<file path="src/rtl/reg_wb_ctrl_pkg.sv">
// Shared types for the register writeback controller: source tags, the queued
// writeback entry, and the default overflow-queue depth.
package reg_wb_ctrl_pkg;

    localparam int DEPTH_DEFAULT = 4;
    localparam int RD_W          = 5;
    localparam int DATA_W        = 32;

    typedef enum logic {
        SRC_ALU = 1'b0,
        SRC_LD  = 1'b1
    } src_e;

    typedef struct packed {
        src_e              src;
        logic [RD_W-1:0]   rd;
        logic [DATA_W-1:0] data;
    } wb_entry_t;

    // x0 is hard-wired, so results aimed at it are dropped on acceptance
    function automatic logic rd_writable(input logic [RD_W-1:0] rd);
        return (rd != 5'd0);
    endfunction

endpackage

</file>
<file path="src/rtl/reg_wb_ctrl_wb_fifo.sv">
// Dual-push single-pop overflow queue; push0 is the older of two same-cycle pushes.
module wb_fifo
    import reg_wb_ctrl_pkg::*;
#(
    parameter int  DEPTH = DEPTH_DEFAULT,
    localparam int AW    = $clog2(DEPTH),
    localparam int CW    = AW + 1
) (
    input  logic          clk,
    input  logic          rst,
    input  logic          push0_i,
    input  wb_entry_t     push0_data_i,
    input  logic          push1_i,
    input  wb_entry_t     push1_data_i,
    input  logic          pop_i,
    output logic          head_valid_o,
    output wb_entry_t     head_o,
    output logic [CW-1:0] count_o
);

    localparam logic [AW-1:0] PTR_ONE = AW'(1);
    localparam logic [AW-1:0] PTR_TWO = AW'(2);
    localparam logic [CW-1:0] CNT_ONE = CW'(1);
    localparam logic [CW-1:0] CNT_TWO = CW'(2);

    wb_entry_t     mem_q [DEPTH];
    logic [AW-1:0] wr_ptr_q, wr_ptr_d;
    logic [AW-1:0] rd_ptr_q, rd_ptr_d;
    logic [CW-1:0] count_q, count_d;
    logic          wr0_en_s, wr1_en_s, pop_s;
    logic [AW-1:0] wr1_ptr_s;
    wb_entry_t     wr0_data_s;

    // Next pointers and occupancy; a lone push1 takes the first free slot
    always_comb begin
        pop_s     = pop_i && (count_q != {CW{1'b0}});
        wr0_en_s  = push0_i || push1_i;
        wr1_en_s  = push0_i && push1_i;
        wr1_ptr_s = wr_ptr_q + PTR_ONE;
        if (push0_i) begin
            wr0_data_s = push0_data_i;
        end else begin
            wr0_data_s = push1_data_i;
        end
        if (wr1_en_s) begin
            wr_ptr_d = wr_ptr_q + PTR_TWO;
            count_d  = count_q + CNT_TWO;
        end else if (wr0_en_s) begin
            wr_ptr_d = wr_ptr_q + PTR_ONE;
            count_d  = count_q + CNT_ONE;
        end else begin
            wr_ptr_d = wr_ptr_q;
            count_d  = count_q;
        end
        if (pop_s) begin
            rd_ptr_d = rd_ptr_q + PTR_ONE;
            count_d  = count_d - CNT_ONE;
        end else begin
            rd_ptr_d = rd_ptr_q;
        end
    end

    // Pointer and occupancy registers
    always_ff @(posedge clk) begin
        if (rst) begin
            wr_ptr_q <= {AW{1'b0}};
            rd_ptr_q <= {AW{1'b0}};
            count_q  <= {CW{1'b0}};
        end else begin
            wr_ptr_q <= wr_ptr_d;
            rd_ptr_q <= rd_ptr_d;
            count_q  <= count_d;
        end
    end

    // Storage array; contents are only meaningful below count_q
    always_ff @(posedge clk) begin
        if (wr0_en_s) begin
            mem_q[wr_ptr_q] <= wr0_data_s;
        end
        if (wr1_en_s) begin
            mem_q[wr1_ptr_s] <= push1_data_i;
        end
    end

    assign head_valid_o = (count_q != {CW{1'b0}});
    assign head_o       = mem_q[rd_ptr_q];
    assign count_o      = count_q;

endmodule

</file>
<file path="src/rtl/reg_wb_ctrl.sv">
// Register-file writeback arbiter: merges ALU and load results into one write
// port in acceptance order and tracks registers with loads still in flight.
module reg_wb_ctrl
    import reg_wb_ctrl_pkg::*;
#(
    parameter int DEPTH = DEPTH_DEFAULT
) (
    input  logic        clk,
    input  logic        rst,
    input  logic        alu_valid,
    input  logic [4:0]  alu_rd,
    input  logic [31:0] alu_data,
    input  logic        ld_valid,
    input  logic [4:0]  ld_rd,
    input  logic [31:0] ld_data,
    input  logic        issue_valid,
    input  logic [4:0]  issue_rd,
    output logic        reg_we,
    output logic [4:0]  w_addr,
    output logic [31:0] w_data,
    output logic        stall,
    output logic [31:0] pending
);

    localparam int            CW          = $clog2(DEPTH) + 1;
    localparam logic [CW-1:0] STALL_LEVEL = CW'(DEPTH - 1);

    logic          head_valid_s;
    wb_entry_t     head_s;
    logic [CW-1:0] count_s;
    logic          stall_s, accept_s, ld_take_s, alu_take_s;
    wb_entry_t     ld_ent_s, alu_ent_s;
    logic          sel_valid_s, pop_s, push0_s, push1_s;
    wb_entry_t     sel_ent_s, push0_ent_s, push1_ent_s;

    logic          reg_we_q, reg_we_d;
    logic [4:0]    w_addr_q, w_addr_d;
    logic [31:0]   w_data_q, w_data_d;
    logic [31:0]   pending_q, pending_d;

    // Two free slots are kept so a dual push with one pop can never overflow
    assign stall_s    = !rst && (count_s >= STALL_LEVEL);
    assign accept_s   = !rst && !stall_s;
    assign ld_take_s  = accept_s && ld_valid && rd_writable(ld_rd);
    assign alu_take_s = accept_s && alu_valid && rd_writable(alu_rd);
    assign ld_ent_s   = '{src: SRC_LD, rd: ld_rd, data: ld_data};
    assign alu_ent_s  = '{src: SRC_ALU, rd: alu_rd, data: alu_data};

    // Age ordering is queue head, then load, then ALU; losers enqueue in that order
    always_comb begin
        sel_valid_s = 1'b0;
        sel_ent_s   = head_s;
        pop_s       = 1'b0;
        push0_s     = 1'b0;
        push0_ent_s = ld_ent_s;
        push1_s     = 1'b0;
        push1_ent_s = alu_ent_s;
        if (head_valid_s) begin
            sel_valid_s = 1'b1;
            pop_s       = 1'b1;
            push0_s     = ld_take_s;
            push1_s     = alu_take_s;
        end else if (ld_take_s) begin
            sel_valid_s = 1'b1;
            sel_ent_s   = ld_ent_s;
            push0_s     = alu_take_s;
            push0_ent_s = alu_ent_s;
        end else if (alu_take_s) begin
            sel_valid_s = 1'b1;
            sel_ent_s   = alu_ent_s;
        end else begin
            sel_valid_s = 1'b0;
        end
    end

    wb_fifo #(
        .DEPTH (DEPTH)
    ) u_wb_fifo (
        .clk          (clk),
        .rst          (rst),
        .push0_i      (push0_s),
        .push0_data_i (push0_ent_s),
        .push1_i      (push1_s),
        .push1_data_i (push1_ent_s),
        .pop_i        (pop_s),
        .head_valid_o (head_valid_s),
        .head_o       (head_s),
        .count_o      (count_s)
    );

    // Write port next state plus scoreboard; a same-cycle reissue beats the clear
    always_comb begin
        reg_we_d  = sel_valid_s;
        w_addr_d  = w_addr_q;
        w_data_d  = w_data_q;
        pending_d = pending_q;
        if (sel_valid_s) begin
            w_addr_d = sel_ent_s.rd;
            w_data_d = sel_ent_s.data;
            if (sel_ent_s.src == SRC_LD) begin
                pending_d[sel_ent_s.rd] = 1'b0;
            end else begin
                pending_d = pending_d;
            end
        end else begin
            w_addr_d = w_addr_q;
        end
        if (issue_valid && rd_writable(issue_rd)) begin
            pending_d[issue_rd] = 1'b1;
        end else begin
            pending_d = pending_d;
        end
        pending_d[0] = 1'b0;
    end

    // Output and scoreboard registers
    always_ff @(posedge clk) begin
        if (rst) begin
            reg_we_q  <= 1'b0;
            w_addr_q  <= 5'd0;
            w_data_q  <= 32'd0;
            pending_q <= 32'd0;
        end else begin
            reg_we_q  <= reg_we_d;
            w_addr_q  <= w_addr_d;
            w_data_q  <= w_data_d;
            pending_q <= pending_d;
        end
    end

    assign reg_we  = reg_we_q;
    assign w_addr  = w_addr_q;
    assign w_data  = w_data_q;
    assign stall   = stall_s;
    assign pending = pending_q;

endmodule

</file>
<file path="config.mk">
export PLATFORM = sky130hd
export DESIGN_NAME = reg_wb_ctrl
export DESIGN_NICKNAME = d
export VERILOG_FILES = /design/src/rtl/reg_wb_ctrl_pkg.sv /design/src/rtl/reg_wb_ctrl_wb_fifo.sv /design/src/rtl/reg_wb_ctrl.sv
export SDC_FILE = /design/constraint.sdc
export NUM_CORES = 1
export LEC_CHECK = 0
export CORE_MARGIN = 2
export CORE_UTILIZATION = 56
export CTS_CLUSTER_DIAMETER = 30
export CTS_CLUSTER_SIZE = 28
export DETAILED_ROUTE_END_ITERATION = 8
export PLACE_DENSITY_LB_ADDON = 0.25
export SLEW_MARGIN = 0
export SYNTH_ARGS = -nofsm -noshare
export SYNTH_HDL_FRONTEND = slang
export SYNTH_HIERARCHICAL = 1
export SYNTH_SLANG_ARGS = --single-unit
</file>
<file path="constraint.sdc">
create_clock -name clk -period 8.5 [get_ports clk]
set_clock_uncertainty 0.15 [all_clocks]
set_input_delay 1.7 -clock clk [delete_from_list [all_inputs] [get_ports clk]]
set_output_delay 1.7 -clock clk [all_outputs]
set_load 0.01 [all_outputs]
</file>
==> impl_metrics.csv, run 1 <==
group,metric,value,unit
clock_tree,cts_root_buffer,"clkbuf_16",
floorplanning,core.rowCount,53,
synth,synth_fa_ha_area_frac,0.0123,
synth,synthArstFlopShare,0,
critical_path,setup.worst_path.end_class,"flip-flop",
detailed_routing,drtIter0Drc,707,
detailed_routing,avgViaCountPerCell,6.20,
grt,first_global_vias,9205,
critical_path,crit_path_top_delay_cell,"or4_1",
critical_path,regToRegSetupSlack,3.84,ns
synth,syn_avg_cell_area,12.0,um^2
synth,synth_mux_area_frac,0.212,
critical_path,crit_path_max_incr_delay,0.66,ns
grt,grt_max_degree,82,
clock_tree,cts.sinks,230,
timing,rsz0062_at_grt,"no",
flow_run,drv_cap,0,
grt,track_usage,0.281,
placement,io_buffers,153,
floorplanning,die-area,0.0230,mm^2
finish,fill_cells,1463,
detailed_routing,vias,9098,
timing,timing.final.crit_share,0.683,
finish,nets,1250,
power_and_ir_drop,power_density,245,mW/mm^2
clock_tree,htree_num_levels,2,
clock_tree,clk_latency,0.53,ns
floorplanning,core,0.0212,mm^2
floorplanning,start_util,0.575,
synth,yosysUniqueCellTypes,71,
detailed_routing,wl,32100,um
grt,gr-total-overflow,0,
clock_tree,clk_pin_slew,0.05,ns
timing,fmax,0.172,GHz
timing,min_period,5.81,ns
grt,grt_pass1_wl,49500,um
synth,synth_top_family_by_area,"multiplexers",
synth,synth_common_cells,"edfxtp_1 (152), mux2_2 (152), nand2_1 (150)",
critical_path,critPathKind,"input pin to flip-flop",
floorplanning,io_pins,155,
finish,syn2layout_area_growth,27.2,%
synth,synth-compound-area-share,0.137,
timing,fin_hold_ws,0.306,ns
floorplanning,die_w,152,um
timing,hold_violations,0,
worst_hold_path,worstHoldPathType,"flip-flop to flip-flop",
synth,synthTopCellsByArea,"edfxtp_1 (37%), mux2_2 (14%), dfxtp_1 (13%), mux4_2 (7.0%), nand2_1 (4.6%)",
timing,slew-limit-headroom,0.261,
critical_path,path_buf_inv,2,
timing,worstMarginPinSlew,1.11,ns
critical_path,setup.worst_path.start_class,"input pin",
synth,synth-simple-area-share,0.0964,
power_and_ir_drop,ir_worst_vdd,0.171,mV
critical_path,critPathTopFamily,"simple AND/OR/NAND/NOR gates",
floorplanning,die_height,152,um
synth,synth-seq-area-share,0.502,
synth,synth_top_cell_by_area,"edfxtp_1",
timing,tns,0,ns
detailed_routing,dr.pass1.iters,5,
synth,synth_warnings,6,
clock_tree,cts_setup_buffers,0,
synth,synth-seq-cells,230,
detailed_routing,wl_per_cell,21.9,um
timing,slew_violations,0,
synth,ys.flop_type,"edfxtp_1",
run_status,outcome,"finished, final reports clean",
detailed_routing,drc,0,
grt,antenna_found_initial,1,
critical_path,cp.arrival,6.10,ns
synth,synth.top_cell.area_share,0.374,
synth,synth_edf_count,152,
power_and_ir_drop,leakage,0.00524,uW
synth,synthCells,1016,
critical_path,worst_ep_required_time,8.80,ns
critical_path,critPathMaxFanout,9,
placement,gp_congestion,0.884,
critical_path,worstPathCellList,"clkdlybuf4s50_1 > or4_1 > o21ai_0 > a2111oi_1 > nor2_1 > nor2_1 > inv_1 > ha_1 > or3b_2 > nand3_1 > ha_1 > nor4bb_1 > o211ai_1 > a21oi_2",
clock_tree,ctsResizeCount,0,
detailed_routing,postRouteAntennaNets,0,
synth,synth_xor_area_frac,0,
clock_tree,cts_hold_buffers,0,
synth,netlist_area,0.0122,mm^2
placement,place_hpwl,19400,um
clock_tree,ctsLongestPathBuffers,3,
clock_tree,cts_tree,"done",
finish,layout-drive-gt1-share,0.291,
clock_tree,cts_inserted_buffers,45,
timing,finalSetupViolCount,0,
registers in the layout, indices dropped and copies added, names as in the netlist, named ones only:
register and count:
pending 31, reg_we 1, w_data 32, u_wb_fifo/rd_ptr_q 2
u_wb_fifo/mem_q 152, w_addr 5, u_wb_fifo/wr_ptr_q 2, u_wb_fifo/count_o 3
final timing paths:
| path | from | to | cells after the start |
|---|---|---|---|
| max | alu_rd[3] | u_wb_fifo/count_o[2] | 14 |
| min reg2reg | w_addr[4] | w_addr[4] | 2 |
| min | w_addr[4] | w_addr[4] | 2 |
| max reg2reg | u_wb_fifo/count_o[1] | pending[7] | 11 |
logic make-up after synthesis:
kind of cell             Yosys count
buffers and inverters             99
AND/OR/NAND/NOR                  248
flip-flops                       230
adder cells (fa/ha/maj)           12
other                              1
multiplexers                     192
AO/OA/AOI/OAI                    234
cell type report:
type / count / area [um^2] / share of cell area
flip-flops and latches: 230 / 6130 / 0.395
multi-input cells: 691 / 5700 / 0.367
repair buffers: 166 / 1630 / 0.105
clock buffers: 59 / 1300 / 0.0839
well taps: 275 / 344 / 0.0222
clock inverters: 25 / 339 / 0.0218
inverters: 20 / 75.1 / 0.00484
diodes: 1 / 2.50 / 0.000161
worst register-to-register path: cells and delay by family, from the launching register on:
kind	cells	cell delay, ns
fa+ha+maj	1	0.16
flops	1	0.41
simple gates	2	0.78
compound gates	5	2.17
buf+inv	3	0.84
power breakdown:
group / switching [uW] / total [uW] / internal [uW]
clock network: 584 / 1880 / 1290
registers: 29.4 / 1300 / 1270
logic: 351 / 632 / 281
stage by stage:
step | worst slack (ns) | util | instances | power, uW | area [um^2]
6_report | 2.69 | 0.731 | 1467 | 3810 | 15500
2_1_floorplan | 1.81 | - | 1020 | 1710 | 12200
3_3_place_gp | 2.37 | 0.654 | 1382 | 1930 | 13900
3_5_place_dp | 2.29 | 0.654 | 1382 | 1940 | 13900
4_1_cts | 2.76 | 0.731 | 1466 | 3820 | 15500
5_1_grt | 2.39 | 0.731 | 1466 | 3930 | 15500
layout by cell type, fill, tap and decap left out, types with 7 or more instances in the layout:
| cell type | n |
|---|---|
| mux4_2 | 38 |
| clkbuf_16 | 48 |
| or2_2 | 34 |
| buf_4 | 14 |
| clkdlybuf4s50_1 | 152 |
| mux2_2 | 152 |
| bufinv_16 | 7 |
| o31ai_1 | 7 |
| dfxtp_1 | 76 |
| inv_1 | 18 |
| edfxtp_1 | 152 |
| a311oi_1 | 19 |
| ha_1 | 12 |
| a22oi_1 | 65 |
| o21ai_0 | 10 |
| nor2_1 | 18 |
| nand2_1 | 150 |
| a21oi_1 | 80 |
layer usage:
layer / up-vias / routed length [um] / GRT usage
met4: 0 / 692 / 0.0935
met2: 427 / 15900 / 0.471
met5: - / 0 / 0
met3: 62 / 2500 / 0.0587
met1: 4436 / 13000 / 0.365
li1: 4173 / - / -
No activity file was read; power rests on OpenSTA's default activity.
==> inputs of run 2 (changes only) <==
==> constraint.sdc (replaced) <==
create_clock -name clk -period 5.8 [get_ports clk]
set_clock_uncertainty 0.15 [all_clocks]
set_input_delay 1.16 -clock clk [delete_from_list [all_inputs] [get_ports clk]]
set_output_delay 1.16 -clock clk [all_outputs]
set_load 0.01 [all_outputs]
==> impl_metrics.csv, run 2 (synthesized netlist as in run 1, its figures left out) <==
group,metric,value,unit
run_status,outcome,"finished, final reports clean",
placement,placed_area,0.0140,mm^2
placement,gp_congestion,0.902,
clock_tree,cts_hold_buffers,0,
timing,fin_hold_ws,0.303,ns
finish,syn2layout_area_growth,29.0,%
placement,place_hpwl,20000,um
finish,fill_cells,1418,
floorplanning,die-area,0.0230,mm^2
clock_tree,htree_num_levels,2,
detailed_routing,avgViaCountPerCell,6.28,
power_and_ir_drop,power_density,365,mW/mm^2
grt,first_global_vias,9320,
clock_tree,ctsResizeCount,0,
timing,fmax,0.200,GHz
floorplanning,core.rowCount,53,
finish,top_register,"u_wb_fifo/mem_q",
timing,slew_violations,0,
critical_path,cp.arrival,5.31,ns
detailed_routing,dr.pass1.iters,6,
finish,final_area,0.0157,mm^2
detailed_routing,wl_per_cell,22.2,um
clock_tree,cts_setup_buffers,0,
grt,gr-total-overflow,0,
clock_tree,cts_inserted_buffers,49,
grt,grt_max_degree,69,
floorplanning,die_height,152,um
clock_tree,cts_root_buffer,"clkbuf_16",
finish,n_antenna_cell,0,
clock_tree,cts_tree,"done",
floorplanning,die_w,152,um
timing,min_period,5.01,ns
clock_tree,clk_latency,0.54,ns
timing,finalSetupViolCount,0,
timing,rsz0062_at_grt,"no",
placement,io_buffers,153,
floorplanning,core,0.0212,mm^2
power_and_ir_drop,leakage,0.00535,uW
detailed_routing,drtIter0Drc,721,
flow_run,drv_cap,0,
timing,slew-limit-headroom,0.280,
power_and_ir_drop,ir_worst_vdd,0.249,mV
critical_path,critPathKind,"input pin to flip-flop",
finish,final_cell_mix,"clkdlybuf4s50_1 (152), mux2_2 (152), edfxtp_1 (152)",
timing,tns,0,ns
finish,final_util,0.742,
critical_path,setup.worst_path.start_class,"input pin",
clock_tree,clk_pin_slew,0.04,ns
grt,antenna_found_initial,0,
timing,timing.final.crit_share,0.864,
detailed_routing,wl,32900,um
timing,worstMarginPinSlew,1.08,ns
critical_path,worst_ep_required_time,6.10,ns
finish,layout-drive-gt1-share,0.299,
grt,track_usage,0.289,
finish,largest_reg_flops,152,
floorplanning,start_util,0.575,
timing,hold_violations,0,
clock_tree,cts.sinks,230,
grt,grt_pass1_wl,50700,um
finish,nets,1265,
floorplanning,io_pins,155,
detailed_routing,postRouteAntennaNets,0,
critical_path,critPathMaxFanout,8,
critical_path,setup.worst_path.end_class,"flip-flop",
clock_tree,ctsLongestPathBuffers,3,
detailed_routing,vias,9316,
worst_hold_path,worstHoldPathType,"flip-flop to flip-flop",
detailed_routing,drc,0,
==> run 2: area by class of cell <==
class / instances / area, um^2 / area share
inverter: 20 / 75.1 / 0.00477
clock inverter: 34 / 419 / 0.0266
clock buffer: 57 / 1320 / 0.0838
multi-input combinational: 691 / 5700 / 0.362
timing repair buffer: 177 / 1750 / 0.111
sequential: 230 / 6130 / 0.389
tap: 275 / 344 / 0.0219
==> run 2: final timing paths <==
kind / cells after the start / to / startpoint / slack (ns)
setup / recovery: 14 / u_wb_fifo/count_o[2] / alu_rd[3] / 0.79
setup reg to reg: 12 / u_wb_fifo/mem_q[2][17] / u_wb_fifo/count_o[1] / 1.67
hold / removal: 2 / w_addr[1] / w_addr[1] / 0.30
hold reg to reg: 2 / w_addr[1] / w_addr[1] / 0.30
==> run 2: report_power, final <==
| part | switching (uW) | leakage (uW) | total (uW) | internal, uW |
|---|---|---|---|---|
| Clock | 902 | 0.000837 | 2890 | 1990 |
| Combinational | 525 | 0.00251 | 948 | 423 |
| Sequential | 45.0 | 0.00201 | 1900 | 1860 |
==> run 2: critical path: stages <==
cell and delay, ns:
clkdlybuf4s50_1 0.55, or4_1 0.68, o21ai_0 0.48, a2111oi_1 0.18, nor2_1 0.12, nor2_1 0.07, inv_1 0.33, ha_1 0.31
or3b_2 0.46, nand3_1 0.12, ha_1 0.16, nor4bb_1 0.38, o211ai_1 0.17, a21oi_2 0.13
==> run 2: per-layer routing <==
metal / part of all wire / up-vias / wire length [um] / GRT usage
met3: 0.078 / 65 / 2560 / 0.0566
met5: 0 / - / 0 / 0
met1: 0.40 / 4589 / 13300 / 0.369
li1: - / 4201 / - / -
met4: 0.024 / 0 / 804 / 0.101
met2: 0.49 / 461 / 16200 / 0.493
==> run 2: metrics by stage <==
stage / worst slack [ns] / cells / power [uW]
floorplan: -0.346 / 1020 / 2510
global placement: 0.462 / 1393 / 2840
detailed placement: 0.389 / 1393 / 2860
CTS: 0.874 / 1484 / 5750
global route: 0.509 / 1484 / 5920
finish: 0.792 / 1484 / 5740
==> inputs of run 3 (changes only) <==
--- a/config.mk
+++ b/config.mk
@@ -10,6 +10,7 @@
 export CTS_CLUSTER_DIAMETER = 30
 export CTS_CLUSTER_SIZE = 28
 export DETAILED_ROUTE_END_ITERATION = 8
+export MAX_ROUTING_LAYER = met4
 export PLACE_DENSITY_LB_ADDON = 0.25
 export SLEW_MARGIN = 0
 export SYNTH_ARGS = -nofsm -noshare
==> impl_metrics.csv, run 3 (synthesized netlist as in run 1, its figures left out) <==
group,metric,value,unit
run_status,outcome,"finished, final reports clean",
clock_tree,cts_hold_buffers,0,
grt,track_usage,0.297,
worst_hold_path,hold_depth,2,
finish,fin_cells,1484,
power_and_ir_drop,ir_worst_vdd,0.249,mV
critical_path,setup.worst_path.start_class,"input pin",
clock_tree,cts_root_buffer,"clkbuf_16",
worst_hold_path,worstHoldPathType,"flip-flop to flip-flop",
grt,grt_max_degree,69,
clock_tree,clk_pin_slew,0.04,ns
finish,largest_reg_flops,152,
floorplanning,die_w,152,um
power_and_ir_drop,power_density,365,mW/mm^2
finish,layout-drive-gt1-share,0.299,
detailed_routing,dr.pass1.iters,5,
floorplanning,die_height,152,um
grt,gr-total-overflow,0,
timing,tns,0,ns
critical_path,worst_ep_required_time,6.10,ns
placement,io_buffers,153,
finish,nets,1265,
timing,timing.final.crit_share,0.866,
placement,place_hpwl,20000,um
flow_run,drv_cap,0,
floorplanning,core,0.0212,mm^2
floorplanning,start_util,0.575,
grt,grt_pass1_wl,50700,um
timing,rsz0062_at_grt,"no",
critical_path,crit_start,"alu_rd[3]",
placement,gp_congestion,0.917,
timing,finalSetupViolCount,0,
clock_tree,ctsResizeCount,0,
floorplanning,core.rowCount,53,
clock_tree,cts_inserted_buffers,49,
detailed_routing,wl_per_cell,22.2,um
clock_tree,ctsLongestPathBuffers,3,
critical_path,critPathMaxFanout,8,
floorplanning,die-area,0.0230,mm^2
finish,syn2layout_area_growth,29.0,%
timing,worstMarginPinSlew,1.07,ns
timing,fmax,0.199,GHz
clock_tree,cts.sinks,230,
critical_path,critPathKind,"input pin to flip-flop",
finish,final_util,0.742,
grt,antenna_found_initial,0,
grt,first_global_vias,9319,
critical_path,regToRegSetupSlack,1.65,ns
timing,slew-limit-headroom,0.284,
floorplanning,io_pins,155,
detailed_routing,avgViaCountPerCell,6.22,
detailed_routing,wl,33000,um
detailed_routing,postRouteAntennaNets,0,
critical_path,r2r_end,"pending[30]",
clock_tree,cts_tree,"done",
detailed_routing,drc,0,
timing,min_period,5.03,ns
critical_path,endpoint,"u_wb_fifo/count_o[2]",
finish,top_register,"u_wb_fifo/mem_q",
placement,place_inst,1393,
detailed_routing,vias,9235,
critical_path,ff2ff_path_depth,11,
timing,hold_violations,0,
clock_tree,clk_latency,0.54,ns
timing,slew_violations,0,
power_and_ir_drop,leakage,0.00535,uW
detailed_routing,drtIter0Drc,745,
finish,n_antenna_cell,0,
clock_tree,htree_num_levels,2,
critical_path,setup.worst_path.end_class,"flip-flop",
critical_path,r2r-start,"u_wb_fifo/count_o[1]",
timing,fin_hold_ws,0.303,ns
critical_path,cp.arrival,5.32,ns
clock_tree,cts_setup_buffers,0,
finish,final_cell_mix,"clkdlybuf4s50_1 (152), mux2_2 (152), edfxtp_1 (152)",
## run 3: worst min path at each step
stage	startpoint	to	slack [ns]
2_1_floorplan	u_wb_fifo/rd_ptr_q[1]	flip-flop	0.30
3_3_place_gp	w_addr[0]	w_addr[0]	0.29
3_5_place_dp	w_addr[4]	w_addr[4]	0.30
4_1_cts	w_addr[4]	w_addr[4]	0.31
5_1_grt	w_addr[4]	w_addr[4]	0.33
6_report	w_addr[1]	w_addr[1]	0.30
## run 3: final cells by class
class / instances / area (um^2)
Clock buffer: 57 / 1320
Clock inverter: 34 / 419
Fill cell: 1418 / 5490
Inverter: 20 / 75.1
Multi-Input combinational cell: 691 / 5700
Sequential cell: 230 / 6130
Tap cell: 275 / 344
Timing Repair Buffer: 177 / 1750
## run 3: layer usage
| metal | GRT usage | up-vias | share of wire |
|---|---|---|---|
| met3 | 0.0563 | 57 | 0.082 |
| met5 | - | - | 0 |
| li1 | - | 4199 | - |
| met1 | 0.369 | 4521 | 0.40 |
| met2 | 0.493 | 458 | 0.49 |
| met4 | 0.101 | 0 | 0.023 |
## run 3: critical path, cell delays in order
cell and delay, ns:
clkdlybuf4s50_1 0.55, or4_1 0.68, o21ai_0 0.48, a2111oi_1 0.18
nor2_1 0.12, nor2_1 0.07, inv_1 0.33, ha_1 0.31
or3b_2 0.46, nand3_1 0.12, ha_1 0.16, nor4bb_1 0.38
o211ai_1 0.18, a21oi_2 0.14
## run 3: metrics by stage
step           power, uW  cell area, um^2  setup WS (ns)
2_1_floorplan       2510            12200         -0.346
5_1_grt             5920            15700          0.509
3_5_place_dp        2860            14000          0.389
3_3_place_gp        2840            14000          0.462
4_1_cts             5750            15700          0.874
6_report            5740            15700          0.775
## run 3: power by group
part	internal, uW	leakage, uW	switching [uW]
logic	423	0.00251	524
clock network	1990	0.000837	905
registers	1860	0.00201	45.1
